<file path="config.mk">
export PLATFORM = sky130hd
export DESIGN_NAME = gpi_event
export DESIGN_NICKNAME = d
export VERILOG_FILES = /design/src/rtl/gpi_event.sv
export SDC_FILE = /design/constraint.sdc
export NUM_CORES = 1
export LEC_CHECK = 0
export CAP_MARGIN = 15
export CORE_ASPECT_RATIO = 1.75
export CORE_MARGIN = 5
export CORE_UTILIZATION = 35
export DETAILED_ROUTE_END_ITERATION = 8
export MAX_ROUTING_LAYER = met4
export PLACE_DENSITY_LB_ADDON = 0.2
export SLEW_MARGIN = 15
export SYNTH_ARGS = -nofsm -noshare
export SYNTH_HDL_FRONTEND = slang
export SYNTH_SLANG_ARGS = --single-unit
</file>
<file path="constraint.sdc">
create_clock -name clk -period 8.6 [get_ports clk]
set_input_delay 1.72 -clock clk [delete_from_list [all_inputs] [get_ports clk]]
set_output_delay 1.72 -clock clk [all_outputs]
set_load 0.02 [all_outputs]
</file>
<file path="src/rtl/gpi_event.sv">
// gpi_event: general-purpose input slot core.
// Synchronizes, debounces and edge-detects W inputs; MMIO registers plus a level irq.
module gpi_event #(
    parameter int W       = 8,
    parameter int CNT_W   = 16,
    parameter int DB_N    = 4,
    parameter int DIV_RST = 999
) (
    input  logic             clk,
    input  logic             reset,
    input  logic             cs,
    input  logic             read,
    input  logic             write,
    input  logic [4:0]       addr,
    input  logic [31:0]      wr_data,
    output logic [31:0]      rd_data,
    input  logic [W-1:0]     din,
    output logic             irq
);

    localparam int CW = $clog2(DB_N);
    localparam logic [CW-1:0] CNT_TOP = CW'(DB_N - 1);

    logic [W-1:0]          s1_q, s1_d;
    logic [W-1:0]          s2_q, s2_d;
    logic [W-1:0]          db_q, db_d;
    logic [W-1:0][CW-1:0]  cnt_q, cnt_d;
    logic [W-1:0]          rise_q, rise_d;
    logic [W-1:0]          fall_q, fall_d;
    logic [W-1:0]          rise_en_q, rise_en_d;
    logic [W-1:0]          fall_en_q, fall_en_d;
    logic [CNT_W-1:0]      div_q, div_d;
    logic [CNT_W-1:0]      tick_cnt_q, tick_cnt_d;
    logic                  irq_q, irq_d;

    logic [W-1:0]          raw;
    logic [W-1:0]          upd;
    logic [W-1:0]          clr_rise;
    logic [W-1:0]          clr_fall;
    logic                  tick;
    logic                  wr_en;
    logic                  unused_ok;

    assign raw       = s2_q;
    assign wr_en     = cs && write;
    assign tick      = (tick_cnt_q == div_q);
    assign irq       = irq_q;
    assign unused_ok = &{1'b0, read, wr_data[31:CNT_W]};

    // Two-flop synchronizer on the raw port.
    always_comb begin
        s1_d = din;
        s2_d = s1_q;
    end

    // Tick divider; a write to the divider restarts the count.
    always_comb begin
        tick_cnt_d = tick_cnt_q + CNT_W'(1);
        if (tick)
            tick_cnt_d = '0;
        if (wr_en && addr == 5'd4)
            tick_cnt_d = '0;
    end

    // Per-bit debounce: a new level must hold for DB_N consecutive ticks.
    always_comb begin
        db_d  = db_q;
        cnt_d = cnt_q;
        upd   = '0;
        for (int i = 0; i < W; i++) begin
            if (raw[i] == db_q[i]) begin
                cnt_d[i] = '0;
            end else if (tick) begin
                if (cnt_q[i] == CNT_TOP) begin
                    db_d[i]  = raw[i];
                    cnt_d[i] = '0;
                    upd[i]   = 1'b1;
                end else begin
                    cnt_d[i] = cnt_q[i] + CW'(1);
                end
            end
        end
    end

    // Sticky edge flags with write-1-to-clear; a same-cycle set wins.
    always_comb begin
        clr_rise = '0;
        clr_fall = '0;
        if (wr_en && addr == 5'd2)
            clr_rise = wr_data[W-1:0];
        if (wr_en && addr == 5'd3)
            clr_fall = wr_data[W-1:0];
        rise_d = (rise_q & ~clr_rise) | (upd & raw);
        fall_d = (fall_q & ~clr_fall) | (upd & ~raw);
    end

    // Writable configuration registers.
    always_comb begin
        div_d     = div_q;
        rise_en_d = rise_en_q;
        fall_en_d = fall_en_q;
        if (wr_en) begin
            unique case (addr)
                5'd4:    div_d     = wr_data[CNT_W-1:0];
                5'd5:    rise_en_d = wr_data[W-1:0];
                5'd6:    fall_en_d = wr_data[W-1:0];
                default: ;
            endcase
        end
    end

    // Interrupt is the registered OR of enabled pending events.
    always_comb begin
        irq_d = |((rise_q & rise_en_q) | (fall_q & fall_en_q));
    end

    // Read mux, zero-extended, independent of cs/read.
    always_comb begin
        rd_data = '0;
        unique case (addr)
            5'd0:    rd_data = 32'(db_q);
            5'd1:    rd_data = 32'(raw);
            5'd2:    rd_data = 32'(rise_q);
            5'd3:    rd_data = 32'(fall_q);
            5'd4:    rd_data = 32'(div_q);
            5'd5:    rd_data = 32'(rise_en_q);
            5'd6:    rd_data = 32'(fall_en_q);
            default: rd_data = '0;
        endcase
    end

    // State registers.
    always_ff @(posedge clk or posedge reset) begin
        if (reset) begin
            s1_q       <= '0;
            s2_q       <= '0;
            db_q       <= '0;
            cnt_q      <= '0;
            rise_q     <= '0;
            fall_q     <= '0;
            rise_en_q  <= '0;
            fall_en_q  <= '0;
            div_q      <= CNT_W'(DIV_RST);
            tick_cnt_q <= '0;
            irq_q      <= 1'b0;
        end else begin
            s1_q       <= s1_d;
            s2_q       <= s2_d;
            db_q       <= db_d;
            cnt_q      <= cnt_d;
            rise_q     <= rise_d;
            fall_q     <= fall_d;
            rise_en_q  <= rise_en_d;
            fall_en_q  <= fall_en_d;
            div_q      <= div_d;
            tick_cnt_q <= tick_cnt_d;
            irq_q      <= irq_d;
        end
    end

endmodule

</file>
==> summary.txt, run 1 <==
Run status
  • Status: complete, no violations

Timing
  • Slew @ Worst Pin: 1.20 ns
  • RSZ-0062 raised after global routing: false
  • Setup TNS: 0 ns
  • Fin. max-slew vios: 0
  • Highest clock rate: 165 MHz
  • Final hold vios: 0
  • Final setup violation count: 0
  • Clock Skews: 0.00945 ns
  • Rel. slew slack: 19.0%
  • Final WS setup: 2.55 ns
  • Tmin final: 6.05 ns
  • Fin crit share: 70.3%

CTS
  • Clock latency on the worst-skew pair: 0.35 ns
  • Hold Buf Count CTS: 0
  • H-tree depth: 3
  • CTS Root Cell: clkbuf_16
  • CTS tree: yes
  • Clk slew on worst S/H paths: 0.08 ns
  • Post-cts resize count: 0
  • Post-CTS setup buffers: 0
  • # clock sinks: 105
  • TritonCTS buffer count: 9
  • Max clock buf depth: 2

Global routing
  • Overall routing resource usage: 15.2%
  • First-pass GRT wire length: 19.4 mm
  • Gr ovfl total: 0
  • Vias in the first global route: 3674
  • Antenna violations before repair: 0
  • Largest net degree at the start of global routing: 59

Synth
  • Synth Instances: 431
  • Syn avg cell area: 11.8 um^2
  • XOR/XNOR Fraction of Synth Area: 5.18%
  • Yosys top cell by area: dfrtp_1
  • Post-synthesis mux area share: 12.3%
  • Synth area leaders: dfrtp_1 (48%), mux2_2 (8.2%), dfstp_2 (4.1%)
  • Synth Area in Compound Gates: 8.22%
  • Post-synthesis cell type count: 42
  • Register area share after synthesis: 52.0%
  • Cell Area, Synth: 5070 um^2
  • Ys Warns: 0
  • Post-Synth Simple-Gate Area: 15.9%
  • #FFs+latches synth: 105
  • Synth Area in Adders: 2.22%
  • Main combinational cell family by area after synthesis: simple AND/OR/NAND/NOR gates
  • Post-synth top area share: 47.9%

Drt
  • TritonRoute pass-1 iters: 5
  • Via Count: 3462
  • WL per Instance: 18.1 um
  • Initial DRC count: 167
  • DRT Wirelength: 12.1 mm
  • DRC Markers: 0
  • Routed Antenna Nets: 0
  • Vias per cell: 5.20

Critical path
  • Crit. End Element: primary output
  • Critical path type: input pin to primary output
  • WP data required: 6.88 ns
  • FF-to-FF End: tick_cnt_q[11]
  • R2R depth: 6
  • Crit path DAT: 4.33 ns
  • RR Startpoint: div_q[1]
  • CP max FO: 9
  • Setup slack, reg-to-reg: 6.35 ns
  • Startpoint Class: input pin

Layout
  • Layout area overhead: 17.6%
  • Antenna cells: 0
  • Commonest non-fill, non-tap cell in the layout: dfrtp_1
  • Nets@finish: 540
  • Area occupied by multi-input gates: 2280 um^2
  • Layout cells sized above 1: 16.3%
  • Commonest non-fill, non-tap cells in the layout: dfrtp_1 (97), clkdlybuf4s50_1 (49), nor2_1 (46), mux2_2 (37), nand2_1 (30)
  • FILL cells: 1360
  • Final std cells w/o fill: 666
  • Sequential Area: 2640 um^2

Pwr
  • Peak supply drop: 0.0884 mV
  • Static leakage: 2.53 nW
  • Power density over cell area: 206 nW/um^2

Min path
  • WHS Endpoint: raw[7]
  • WHS Path Cells: 0
  • Hold Crit Start: s1_q[7]
  • Hold Path Class: register to register

Die
  • Initial Util: 35.5%
  • Chip Width: 101 um
  • FP Rows: 58
  • Die area: 17100 um^2
  • Core area: 14300 um^2
  • Die extent in y: 169 um
  • I/O pin count: 83

Placement
  • Placed cells: 650
  • PortBufs: 49
  • Post-place setup slack: 2.57 ns
  • Hpwl dp: 8.67 mm
  • Final RePlAce weighted congestion: 0.772

Run
  • MaxCap Viol Count: 0
logic make-up after synthesis:
family,count (synthesis)
compound gates,49
xor+xnor,30
fa+ha+maj,9
buf+inv,29
flops,105
mux,56
other cells,1
simple gates,152
cell type report:
cell class | count | share of cell area [%]
inverter | 2 | 0.168
sequential | 105 | 44.2
timing repair buffer | 51 | 8.48
tap | 180 | 3.78
clock buffer | 9 | 3.78
multi-input combinational | 312 | 38.2
clock inverter | 7 | 1.30
stage by stage:
stage	cell area, um^2	power [mW]	hold WS, ns	utilization, %
floorplan	5130	0.761	0.331	-
global placement	5660	0.819	0.333	39.6
detailed placement	5660	0.825	0.335	39.6
CTS	5960	1.25	0.352	41.7
global route	5960	1.29	0.353	41.7
finish	5960	1.23	0.347	41.7
registers in the layout, summed over array words and instances (netlist names):
register    flops
cnt_q          16
div_q          16
tick_cnt_q     16
db_q            8
fall_en_q       8
fall_q          8
raw             8
rise_en_q       8
rise_q          8
s1_q            8
irq             1
how the worst max path moves through the flow:
stage / from / endpoint / slack, ns
final: addr[4] / rd_data[4] / 2.55
after CTS: addr[4] / rd_data[1] / 2.55
after global routing: addr[4] / rd_data[1] / 2.44
after detailed placement: addr[4] / rd_data[1] / 2.57
after global placement: addr[4] / rd_data[1] / 2.57
after floorplan: addr[4] / rd_data[5] / 4.12
critical path: stages:
cell and delay [ns]:
clkdlybuf4s50_1 0.45, nand2b_1 0.23, nor4_2 0.92, a22oi_1 0.16
nand4_1 0.21, clkdlybuf4s50_1 0.63
where the power goes:
part           internal (mW)  switching, mW
Combinational         0.0999         0.0951
Sequential             0.556         0.0631
Clock                  0.228          0.189
Yosys cell counts (all sizes together):
cell and number:
and3b 1, nand4 8, dfrtp 97, conb 1, a31o 1, nor4 4, nor2 48, and3 2
a22o 4, mux2 40, o2bb2ai 16, nand2 33, nand3 16, nor3 3, buf 24, a221oi 4
and4 1, mux2i 16, xnor2 22, and2 16, inv 2, a222oi 7, ha 9, nand2b 19
nor2b 1, dfstp 8, a22oi 17, xor2 8, clkbuf 3
metal layers:
metal	global-route usage [%]	part of all wire [%]	wire (um)
met5	-	0	0
met4	6.42	2.7	331
met3	2.55	4.4	527
met2	25.9	54	6510
met1	17.5	39	4710
Power figures use the tool's default switching activity.
==> inputs of run 2 (changes only) <==
clock period = 5.85 ns   (was 8.6 ns; I/O delays follow)
==> summary.txt, run 2 (same netlist as run 1, synthesis figures left out) <==
Critical path
  • Critical path type: input pin to primary output
  • Crit. End Element: primary output
  • WP data required: 4.68 ns
  • CP max FO: 9
  • Startpoint Class: input pin
  • Crit path DAT: 3.61 ns

Drt
  • Met1 WL: 4.57 mm
  • Routed Antenna Nets: 0
  • Vias per cell: 5.22
  • DRT Wirelength: 12.1 mm
  • Initial DRC count: 235
  • TritonRoute pass-1 iters: 5
  • Met2 wire length: 6.83 mm
  • Via Count: 3491
  • DRC Markers: 0
  • WL per Instance: 18.1 um
  • Max layer used: met4
  • Met3 WL: 528 um

Layout
  • Commonest non-fill, non-tap cell in the layout: dfrtp_1
  • Commonest non-fill, non-tap cells in the layout: dfrtp_1 (97), clkdlybuf4s50_1 (49), nor2_1 (46), mux2_2 (37), nand2_1 (30)
  • Post-route design area: 5980 um^2
  • Nets@finish: 543
  • Layout cells sized above 1: 16.6%
  • Antenna cells: 0
  • FILL cells: 1378
  • Largest registers: cnt_q (16), div_q (16), tick_cnt_q (16)
  • Layout area overhead: 17.9%

CTS
  • Clock latency on the worst-skew pair: 0.34 ns
  • CTS tree: yes
  • Post-CTS setup buffers: 0
  • Max clock buf depth: 2
  • Post-cts resize count: 0
  • # clock sinks: 105
  • CTS Root Cell: clkbuf_16
  • TritonCTS buffer count: 9
  • H-tree depth: 3
  • Clk slew on worst S/H paths: 0.06 ns
  • Hold Buf Count CTS: 0

Pwr
  • Peak supply drop: 0.134 mV
  • Static leakage: 2.54 nW
  • Power density over cell area: 301 nW/um^2
  • Power Total: 1.80 mW

Timing
  • Final setup violation count: 0
  • Highest clock rate: 209 MHz
  • RSZ-0062 raised after global routing: false
  • Fin crit share: 81.7%
  • Final hold vios: 0
  • Fin. max-slew vios: 0
  • Setup TNS: 0 ns
  • Slew @ Worst Pin: 0.887 ns
  • Rel. slew slack: 40.8%
  • Clock Skews: 0.00429 ns
  • Tmin final: 4.78 ns

Global routing
  • Vias in the first global route: 3781
  • Overall routing resource usage: 15.4%
  • Largest net degree at the start of global routing: 72
  • Gr ovfl total: 0
  • Antenna violations before repair: 0
  • First-pass GRT wire length: 19.9 mm

Die
  • Initial Util: 35.5%
  • Die area: 17100 um^2
  • FP Rows: 58
  • I/O pin count: 83
  • Core area: 14300 um^2
  • Die extent in y: 169 um
  • Chip Width: 101 um

Placement
  • Final RePlAce weighted congestion: 0.781
  • Hpwl dp: 8.64 mm
  • Placed cell areas: 5680 um^2
  • PortBufs: 49

Min path
  • Hold Path Class: register to register

Run status
  • Status: complete, no violations

Run
  • MaxCap Viol Count: 0
-- run 2: routing by layer --
layer	vias up	global-route usage, %
met4	0	5.09
met3	12	2.39
met5	-	-
met2	87	27.1
li1	1600	-
met1	1792	17.6
-- run 2: where the power goes --
group | internal, mW | leakage, nW | total, mW | switching [mW]
combinational | 0.147 | 1.10 | 0.289 | 0.142
clock | 0.342 | 0.142 | 0.602 | 0.259
sequential | 0.817 | 1.30 | 0.911 | 0.0941
total | 1.31 | 2.54 | 1.80 | 0.495
-- run 2: through the flow --
| stage | util (%) | worst slack [ns] | hold slack [ns] | std cells |
|---|---|---|---|---|
| 6_report | 41.8 | 1.07 | 0.349 | 669 |
| 5_1_grt | 41.8 | 0.969 | 0.357 | 669 |
| 4_1_cts | 41.8 | 1.09 | 0.352 | 669 |
| 3_5_place_dp | 39.7 | 1.11 | 0.336 | 653 |
| 3_3_place_gp | 39.7 | 1.15 | 0.333 | 653 |
| 2_1_floorplan | - | 1.93 | 0.331 | 446 |
-- run 2: path summary, 6_finish.rpt --
kind / from / to / slack [ns] / cells past startpoint
max reg2reg: div_q[1] / tick_cnt_q[9] / 3.58 / 6
max in group asynchronous: reset / div_q[5] / 3.44 / 3
min: s1_q[4] / raw[4] / 0.35 / 0
max: addr[3] / rd_data[0] / 1.07 / 6
min in group asynchronous: reset / cnt_q[9] / 1.38 / 2
min reg2reg: s1_q[4] / raw[4] / 0.35 / 0
-- run 2: worst max-delay path: stages --
cell,delay (ns)
clkdlybuf4s50_1,0.52
nand2b_1,0.27
nor3_2,0.65
a222oi_1,0.20
nand3_1,0.17
clkdlybuf4s50_1,0.62
-- run 2: area by class of cell --
class / count / area [um^2] / share of cell area [%]
inverters: 2 / 10.0 / 0.167
clock inverters: 5 / 55.1 / 0.921
clock buffers: 11 / 243 / 4.06
well taps: 180 / 225 / 3.77
multi-input cells: 312 / 2280 / 38.1
flip-flops and latches: 105 / 2640 / 44.1
repair buffers: 54 / 528 / 8.83
